$ cat src/rtl/ara_pkg.sv
// Shared operand-queue types and sizing limits.
// Latency: n/a (types and constants only).
// Backpressure: n/a.
package ara_pkg;

    // Upper bounds for the per-queue data and command storage.
    localparam int unsigned MaxOpqDepth    = 16;
    localparam int unsigned MaxOpqCmdDepth = 4;

    // Width of the element count carried by a command.
    localparam int unsigned OpqCntWidth = 16;

    // One command: how many operand words it delivers to the consumer.
    typedef struct packed {
        logic [OpqCntWidth-1:0] count;
    } opq_cmd_t;

endpackage

$ cat src/rtl/operand_queue_slice.sv
// One operand queue: credit-tracked VRF words released to the consumer under command counts.
// Latency: a returned word reaches operand_o one cycle after it arrives, never combinationally.
// Backpressure: credits bound VRF reads; consumer valid/ready; cmd_ready low when command FIFO full.
module operand_queue_slice
    import ara_pkg::*;
#(
    parameter int unsigned DataWidth = 64,
    parameter int unsigned Depth     = 4,
    parameter int unsigned CmdDepth  = 2,
    parameter int unsigned CntWidth  = 16
) (
    input  logic                 clk_i,
    input  logic                 rst_ni,
    input  logic [DataWidth-1:0] operand_i,
    input  logic                 operand_valid_i,
    input  logic                 operand_issued_i,
    output logic                 operand_queue_ready_o,
    input  logic [CntWidth-1:0]  cmd_i,
    input  logic                 cmd_valid_i,
    output logic                 cmd_ready_o,
    input  logic                 flush_i,
    output logic [DataWidth-1:0] operand_o,
    output logic                 operand_valid_o,
    input  logic                 operand_ready_i,
    output logic                 cmd_done_o,
    output logic [31:0]          stall_cnt_o
);

    // Credit counters are sized for the largest legal depth.
    localparam int unsigned OccW  = $clog2(MaxOpqDepth + 1);
    localparam int unsigned SumW  = OccW + 2;
    localparam int unsigned DCntW = $clog2(Depth + 1);
    localparam int unsigned CCntW = $clog2(CmdDepth + 1);
    localparam int unsigned CmdW  = $bits(opq_cmd_t);

    logic [OccW-1:0]     outstanding_q;
    logic [OccW-1:0]     outstanding_d;
    logic [OccW-1:0]     discard_q;
    logic [OccW-1:0]     discard_d;
    logic [CntWidth-1:0] consumed_q;
    logic [CntWidth-1:0] consumed_d;

    logic [DCntW-1:0]    data_count;
    logic [CCntW-1:0]    cmd_count;
    logic                data_empty;
    logic                data_push;
    logic                cmd_push;
    logic                cmd_head_vld;
    opq_cmd_t            cmd_in;
    opq_cmd_t            cmd_head;
    logic [CntWidth-1:0] remaining;
    logic [SumW-1:0]     credit_use;
    logic                handshake;
    logic                last_word;
    logic                zero_retire;
    logic                cmd_retire;

    // Words arriving while discard is pending, or during a flush, are dropped.
    assign data_push = operand_valid_i && (discard_q == '0) && !flush_i;

    opq_fifo #(
        .Width (DataWidth),
        .Depth (Depth)
    ) i_data_fifo (
        .clk_i    (clk_i),
        .rst_ni   (rst_ni),
        .flush_i  (flush_i),
        .push_i   (data_push),
        .push_dat (operand_i),
        .pop_i    (handshake),
        .head_dat (operand_o),
        .count_o  (data_count)
    );

    // A command accepted in the flush cycle survives the flush.
    assign cmd_in.count = cmd_i;
    assign cmd_ready_o  = (cmd_count != CCntW'(CmdDepth));
    assign cmd_push     = cmd_valid_i && cmd_ready_o;

    opq_fifo #(
        .Width (CmdW),
        .Depth (CmdDepth)
    ) i_cmd_fifo (
        .clk_i    (clk_i),
        .rst_ni   (rst_ni),
        .flush_i  (flush_i),
        .push_i   (cmd_push),
        .push_dat (cmd_in),
        .pop_i    (cmd_retire),
        .head_dat (cmd_head),
        .count_o  (cmd_count)
    );

    assign data_empty   = (data_count == '0);
    assign cmd_head_vld = (cmd_count != '0);
    assign remaining    = cmd_head.count - consumed_q;

    // Flush masks the consumer side so it can never complete a command.
    assign operand_valid_o = !data_empty && cmd_head_vld && (remaining != '0) && !flush_i;
    assign handshake       = operand_valid_o && operand_ready_i;
    assign last_word       = handshake && (remaining == CntWidth'(1));
    assign zero_retire     = cmd_head_vld && (cmd_head.count == '0) && !flush_i;
    assign cmd_retire      = last_word || zero_retire;
    assign cmd_done_o      = cmd_retire;

    // Credit check uses only registered occupancy, in-flight and discard counts.
    assign credit_use = SumW'(data_count) + SumW'(outstanding_q) + SumW'(discard_q);
    assign operand_queue_ready_o = (credit_use < SumW'(Depth));

    // In-flight and discard accounting; flush turns all in-flight reads into discards.
    always_comb begin
        outstanding_d = outstanding_q;
        discard_d     = discard_q;
        if (flush_i) begin
            outstanding_d = '0;
            discard_d     = OccW'(SumW'(discard_q) + SumW'(outstanding_q)
                                  + SumW'(operand_issued_i) - SumW'(operand_valid_i));
        end else if (operand_valid_i && (discard_q != '0)) begin
            discard_d     = discard_q - OccW'(1);
            outstanding_d = outstanding_q + OccW'(operand_issued_i);
        end else begin
            outstanding_d = outstanding_q + OccW'(operand_issued_i) - OccW'(operand_valid_i);
        end
    end

    // Words consumed from the head command; restarts when it retires or on flush.
    always_comb begin
        consumed_d = consumed_q;
        if (flush_i || cmd_retire) begin
            consumed_d = '0;
        end else if (handshake) begin
            consumed_d = consumed_q + CntWidth'(1);
        end
    end

    // Register the credit and command-progress state.
    always_ff @(posedge clk_i or negedge rst_ni) begin
        if (!rst_ni) begin
            outstanding_q <= '0;
            discard_q     <= '0;
            consumed_q    <= '0;
        end else begin
            outstanding_q <= outstanding_d;
            discard_q     <= discard_d;
            consumed_q    <= consumed_d;
        end
    end

`ifdef OPQ_STALL_CNT_EN
    logic [31:0] stall_cnt_q;

    // Saturating count of cycles the consumer holds off a valid word.
    always_ff @(posedge clk_i or negedge rst_ni) begin
        if (!rst_ni) begin
            stall_cnt_q <= '0;
        end else if (operand_valid_o && !operand_ready_i && (stall_cnt_q != '1)) begin
            stall_cnt_q <= stall_cnt_q + 32'd1;
        end
    end

    assign stall_cnt_o = stall_cnt_q;
`else
    assign stall_cnt_o = '0;
`endif

    // A VRF word with no read in flight and nothing to discard is a requester bug.
    a_no_unsolicited_word : assert property (
        @(posedge clk_i) disable iff (!rst_ni)
        operand_valid_i |-> ((outstanding_q != '0) || (discard_q != '0))
    );

endmodule

$ cat src/rtl/opq_fifo.sv
// Generic synchronous FIFO with flush; wraps modulo Depth (any Depth >= 1).
// Latency: a pushed entry is visible at the head one cycle later (no bypass).
// Backpressure: push on full only succeeds alongside a pop; pop on empty is ignored.
module opq_fifo #(
    parameter int unsigned Width = 8,
    parameter int unsigned Depth = 4,
    parameter int unsigned CntW  = $clog2(Depth + 1)
) (
    input  logic             clk_i,
    input  logic             rst_ni,
    input  logic             flush_i,
    input  logic             push_i,
    input  logic [Width-1:0] push_dat,
    input  logic             pop_i,
    output logic [Width-1:0] head_dat,
    output logic [CntW-1:0]  count_o
);

    localparam int unsigned PtrW = (Depth > 1) ? $clog2(Depth) : 1;

    logic [Width-1:0] mem_q [Depth];
    logic [PtrW-1:0]  wr_ptr_q;
    logic [PtrW-1:0]  rd_ptr_q;
    logic [PtrW-1:0]  wr_idx;
    logic [CntW-1:0]  count_q;
    logic             full;
    logic             empty;
    logic             do_push;
    logic             do_pop;

    // Pointer advance with explicit wrap so non-power-of-two depths work.
    function automatic logic [PtrW-1:0] ptr_inc(input logic [PtrW-1:0] p);
        return (p == PtrW'(Depth - 1)) ? '0 : p + PtrW'(1);
    endfunction

    assign full    = (count_q == CntW'(Depth));
    assign empty   = (count_q == '0);
    // A flush discards the head, so a pop in that cycle is meaningless.
    assign do_pop  = pop_i && !empty && !flush_i;
    // Flush frees the whole array, so a push in the flush cycle always fits.
    assign do_push = push_i && (!full || do_pop || flush_i);
    assign wr_idx  = flush_i ? '0 : wr_ptr_q;

    assign count_o  = count_q;
    assign head_dat = empty ? '0 : mem_q[rd_ptr_q];

    // Storage array; contents need no reset because count gates the head.
    always_ff @(posedge clk_i) begin
        if (do_push) begin
            mem_q[wr_idx] <= push_dat;
        end
    end

    // Pointer and occupancy bookkeeping; flush restarts from slot 0.
    always_ff @(posedge clk_i or negedge rst_ni) begin
        if (!rst_ni) begin
            wr_ptr_q <= '0;
            rd_ptr_q <= '0;
            count_q  <= '0;
        end else if (flush_i) begin
            rd_ptr_q <= '0;
            wr_ptr_q <= do_push ? ptr_inc('0) : '0;
            count_q  <= do_push ? CntW'(1) : '0;
        end else begin
            if (do_push) begin
                wr_ptr_q <= ptr_inc(wr_ptr_q);
            end
            if (do_pop) begin
                rd_ptr_q <= ptr_inc(rd_ptr_q);
            end
            count_q <= count_q + CntW'(do_push) - CntW'(do_pop);
        end
    end

endmodule

$ cat src/rtl/operand_queue_array.sv
// Array of NrQueues independent operand queues; optional stall counters via OPQ_STALL_CNT_EN.
// Latency: one cycle from VRF word to operand_o per queue.
// Backpressure: per-queue credits to the requester, valid/ready to the consumer, cmd_ready per queue.
module operand_queue_array #(
    parameter int unsigned NrQueues  = 9,
    parameter int unsigned DataWidth = 64,
    parameter int unsigned Depth     = 4,
    parameter int unsigned CmdDepth  = 2,
    parameter int unsigned CntWidth  = 16
) (
    input  logic                                clk_i,
    input  logic                                rst_ni,
    input  logic [NrQueues-1:0][DataWidth-1:0]  operand_i,
    input  logic [NrQueues-1:0]                 operand_valid_i,
    input  logic [NrQueues-1:0]                 operand_issued_i,
    output logic [NrQueues-1:0]                 operand_queue_ready_o,
    input  logic [NrQueues-1:0][CntWidth-1:0]   cmd_i,
    input  logic [NrQueues-1:0]                 cmd_valid_i,
    output logic [NrQueues-1:0]                 cmd_ready_o,
    input  logic [NrQueues-1:0]                 flush_i,
    output logic [NrQueues-1:0][DataWidth-1:0]  operand_o,
    output logic [NrQueues-1:0]                 operand_valid_o,
    input  logic [NrQueues-1:0]                 operand_ready_i,
    output logic [NrQueues-1:0]                 cmd_done_o,
    output logic [NrQueues-1:0][31:0]           stall_cnt_o
);

    for (genvar q = 0; q < NrQueues; q++) begin : gen_queue
        operand_queue_slice #(
            .DataWidth (DataWidth),
            .Depth     (Depth),
            .CmdDepth  (CmdDepth),
            .CntWidth  (CntWidth)
        ) i_slice (
            .clk_i                 (clk_i),
            .rst_ni                (rst_ni),
            .operand_i             (operand_i[q]),
            .operand_valid_i       (operand_valid_i[q]),
            .operand_issued_i      (operand_issued_i[q]),
            .operand_queue_ready_o (operand_queue_ready_o[q]),
            .cmd_i                 (cmd_i[q]),
            .cmd_valid_i           (cmd_valid_i[q]),
            .cmd_ready_o           (cmd_ready_o[q]),
            .flush_i               (flush_i[q]),
            .operand_o             (operand_o[q]),
            .operand_valid_o       (operand_valid_o[q]),
            .operand_ready_i       (operand_ready_i[q]),
            .cmd_done_o            (cmd_done_o[q]),
            .stall_cnt_o           (stall_cnt_o[q])
        );
    end

endmodule

$ cat config.mk
export PLATFORM = sky130hd
export DESIGN_NAME = operand_queue_array
export DESIGN_NICKNAME = d
export VERILOG_FILES = /design/src/rtl/ara_pkg.sv /design/src/rtl/operand_queue_slice.sv /design/src/rtl/opq_fifo.sv /design/src/rtl/operand_queue_array.sv
export SDC_FILE = /design/constraint.sdc
export NUM_CORES = 2
export LEC_CHECK = 0
export CAP_MARGIN = 15
export CORE_AREA = 2 2 649 651
export DETAILED_ROUTE_END_ITERATION = 12
export DIE_AREA = 0 0 651 653
export GPL_ROUTABILITY_DRIVEN = 1
export SYNTH_ARGS = -nofsm -noshare
export SYNTH_HDL_FRONTEND = slang
export SYNTH_SLANG_ARGS = --single-unit
export TNS_END_PERCENT = 50
$ cat constraint.sdc
create_clock -name clk_i -period 12.6 [get_ports clk_i]
set_input_delay 1.89 -clock clk_i [delete_from_list [all_inputs] [get_ports clk_i]]
set_output_delay 1.89 -clock clk_i [all_outputs]
set_load 0.01 [all_outputs]
==> reports/qor.yml <==
synth.yosys.warnings: 0
final_area_mm2: 0.162
cp_max_fo: 21
required_ps: 10710
max-vdd-ir-drop_uv: 168
drive_gt1_frac: 0.129
whs_ps: 521
drv_slew: 0
grt_max_degree: 125
synthAdderAreaFrac: 0.0474
synth_top_family_by_area: "multiplexers"
p_per_area_mw_per_mm2: 154
dp.cells: 15100
die_y_um: 653
ys_types: 101
fin_cells: 15800
holdBufCountCts: 0
synth_area_mm2: 0.132
fmax_mhz: 124
status: "finished, final reports clean"
critPathLaunchType: "register"
numCtsBuffers: 326
gr-usage-all-layers: 0.161
rsz0062_at_grt: "no"
cts_tree: "done"
cts_resized: 0
synthToLayoutAreaGrowth_pct: 22.6
crit_type: "register to output port"
antenna_found_initial: 119
h-tree-depth: 5
final_antenna_net_count: 0
final_common_cell: "edfxtp_1"
clock_latency_ps: 940
drv_cap: 0
grt_pass1_wl_mm: 521
cts_root_buf: "clkbuf_16"
cts.sinks: 2925
final.period_utilization: 0.638
vias: 77200
hold_viol: 0
utilization: 0.388
maxSlewHeadroom: 0.238
vias_per_cell: 4.90
skew_ps: 55.3
worstMarginPinSlew_ps: 1140
synth-edff-count: 2592
syn_avg_cell_area_um2: 15.6
synth_xor_area_frac: 0.0207
leakagePower_uw: 0.0545
num_rows: 238
fin_crit_ps: 8040
setup_tns_ps: 0
firstDrtPassIters: 6
initial_core_util: 0.316
core_mm2: 0.418
hold_path.class: "register to register"
gp_congestion: 0.841
placed_area_mm2: 0.152
dpl.hpwl_mm: 249
muxShareOfSynthArea: 0.114
grt_pass1_vias: 78900
routedWlPerCell_um: 22.6
clock_path_buffers: 4
final-setup-viol-count: 0
dieArea_mm2: 0.425
holdPathStages: 1
syn_inst: 8453
clk_pin_slew_ps: 60
post_cts_buffers: 0
dr.first_iter.drc_count: 5406
r2r_cells: 15
drc: 0
wl_mm: 357
ys_ff_latch: 2925
synth-seq-area-share: 0.652
layout.nets: 11200
ys.flop_type: "edfxtp_1"
die_w_um: 651
synthArstFlopShare: 0.114
numPortBuffers: 1378
critPathCaptureType: "output port"
yosys.area_share.simple: 0.0849
grt_overflow_total: 0
cp.arrival_ps: 6150
synth_compound_area_frac: 0.0432
ios: 1667
final_cell_mix: "2592 x edfxtp_1, 1375 x clkdlybuf4s50_1, 625 x nor2b_1"
## state kept, by name, indices dropped and copies added (netlist names)
| signal | count |
|---|---|
| gen_queue.i_slice.i_cmd_fifo.mem_q | 288 |
| gen_queue.i_slice.outstanding_q | 45 |
| gen_queue.i_slice.i_data_fifo.count_o | 27 |
| gen_queue.i_slice.i_cmd_fifo.wr_ptr_q | 9 |
| gen_queue.i_slice.discard_q | 45 |
| gen_queue.i_slice.i_data_fifo.wr_ptr_q | 18 |
| gen_queue.i_slice.i_data_fifo.mem_q | 2304 |
| gen_queue.i_slice.i_cmd_fifo.count_o | 18 |
| gen_queue.i_slice.i_data_fifo.rd_ptr_q | 18 |
| gen_queue.i_slice.consumed_q | 144 |
| gen_queue.i_slice.i_cmd_fifo.rd_ptr_q | 9 |
## critical path: stages, from the launching register on
cell and delay (ps):
dfrtp_1 990, mux2_2 300, o21ai_0 110, ha_1 240, fa_1 420, nand3b_1 270
a2111oi_0 650, o41a_1 290, mux2i_1 250, nand4b_1 120, a2111o_1 490, o31ai_1 480
clkdlybuf4s50_1 650
## Yosys cell counts, drive strengths merged (18+ instances only)
library cell	number	area share
buf	432	0.022
a21oi	271	0.010
xnor2	219	0.015
inv	392	0.011
nand2b	43	0.0020
and3	41	0.0019
o21a	19	0.0011
or3	51	0.0025
ha	429	0.041
nand3	143	0.0054
clkbuf	198	0.0056
nand4	60	0.0028
o211ai	20	0.0011
a31oi	26	0.0012
mux2	35	0.0030
nor2	450	0.013
a31o	18	0.0012
nand3b	22	0.0013
o31ai	37	0.0021
nor2b	625	0.030
mux4	576	0.098
o21ai	170	0.0065
nand2	258	0.0073
o2111ai	19	0.0013
mux2i	167	0.013
a2111oi	19	0.0016
edfxtp	2592	0.59
fa	45	0.0068
a21o	93	0.0053
nor3b	30	0.0017
or4	30	0.0018
and2	26	0.0012
xor2	93	0.0062
a211oi	40	0.0023
nor3	113	0.0043
nor4	106	0.0051
dfrtp	333	0.063
## report_power, final
part / leakage, µW / switching, µW / total [µW] / internal (µW)
registers: 0.0278 / 233 / 11100 / 10900
logic: 0.0216 / 2500 / 4490 / 2000
clock network: 0.00507 / 3980 / 9390 / 5410
## area by class of cell
type,instances,area (µm²)
Fill cell,38300,256000
Antenna cell,55,138
Timing Repair Buffer,1484,14600
Inverter,392,1470
Tap cell,5520,6910
Multi-Input combinational cell,4793,42300
Clock buffer,417,8610
Sequential cell,2925,86200
Clock inverter,174,1890
## metal layers
metal | vias up | global-route usage | part of all wire
li1 | 34700 | - | -
met1 | 39600 | 0.186 | 0.38
met2 | 2212 | 0.291 | 0.52
met3 | 624 | 0.0412 | 0.065
met4 | 74 | 0.0517 | 0.032
met5 | - | 0 | 0.0014
## through the flow
step	setup slack, ps	total power [µW]
2_1_floorplan	1790	14100
3_3_place_gp	5490	15700
3_5_place_dp	5450	15800
4_1_cts	4380	25300
5_1_grt	4070	26200
6_report	4560	25000
## path summary, 6_finish.rpt
check	startpoint	end	slack (ps)
max reg2reg	gen_queue[2].i_slice.i_cmd_fifo.count_o[1]	gen_queue[2].i_slice.i_data_fifo.mem_q[1][10]	6080
max in group asynchronous	rst_ni	gen_queue[8].i_slice.i_data_fifo.rd_ptr_q[0]	9510
min reg2reg	gen_queue[2].i_slice.discard_q[4]	gen_queue[2].i_slice.discard_q[4]	520
min	gen_queue[2].i_slice.discard_q[4]	gen_queue[2].i_slice.discard_q[4]	520
min in group asynchronous	rst_ni	gen_queue[0].i_slice.i_cmd_fifo.rd_ptr_q	930
max	gen_queue[0].i_slice.i_cmd_fifo.rd_ptr_q	cmd_done_o[0]	4560
## cell families (layout without fill, tap and decap cells)
family	count (synthesis)	after routing
other	1	343
XOR/XNOR	312	312
adder cells (fa/ha/maj)	474	474
AO/OA/AOI/OAI	870	870
flip-flops	2925	2925
multiplexers	778	778
AND/OR/NAND/NOR	2071	2071
buffers and inverters	1022	2467
(Power assumes the default switching activity.)
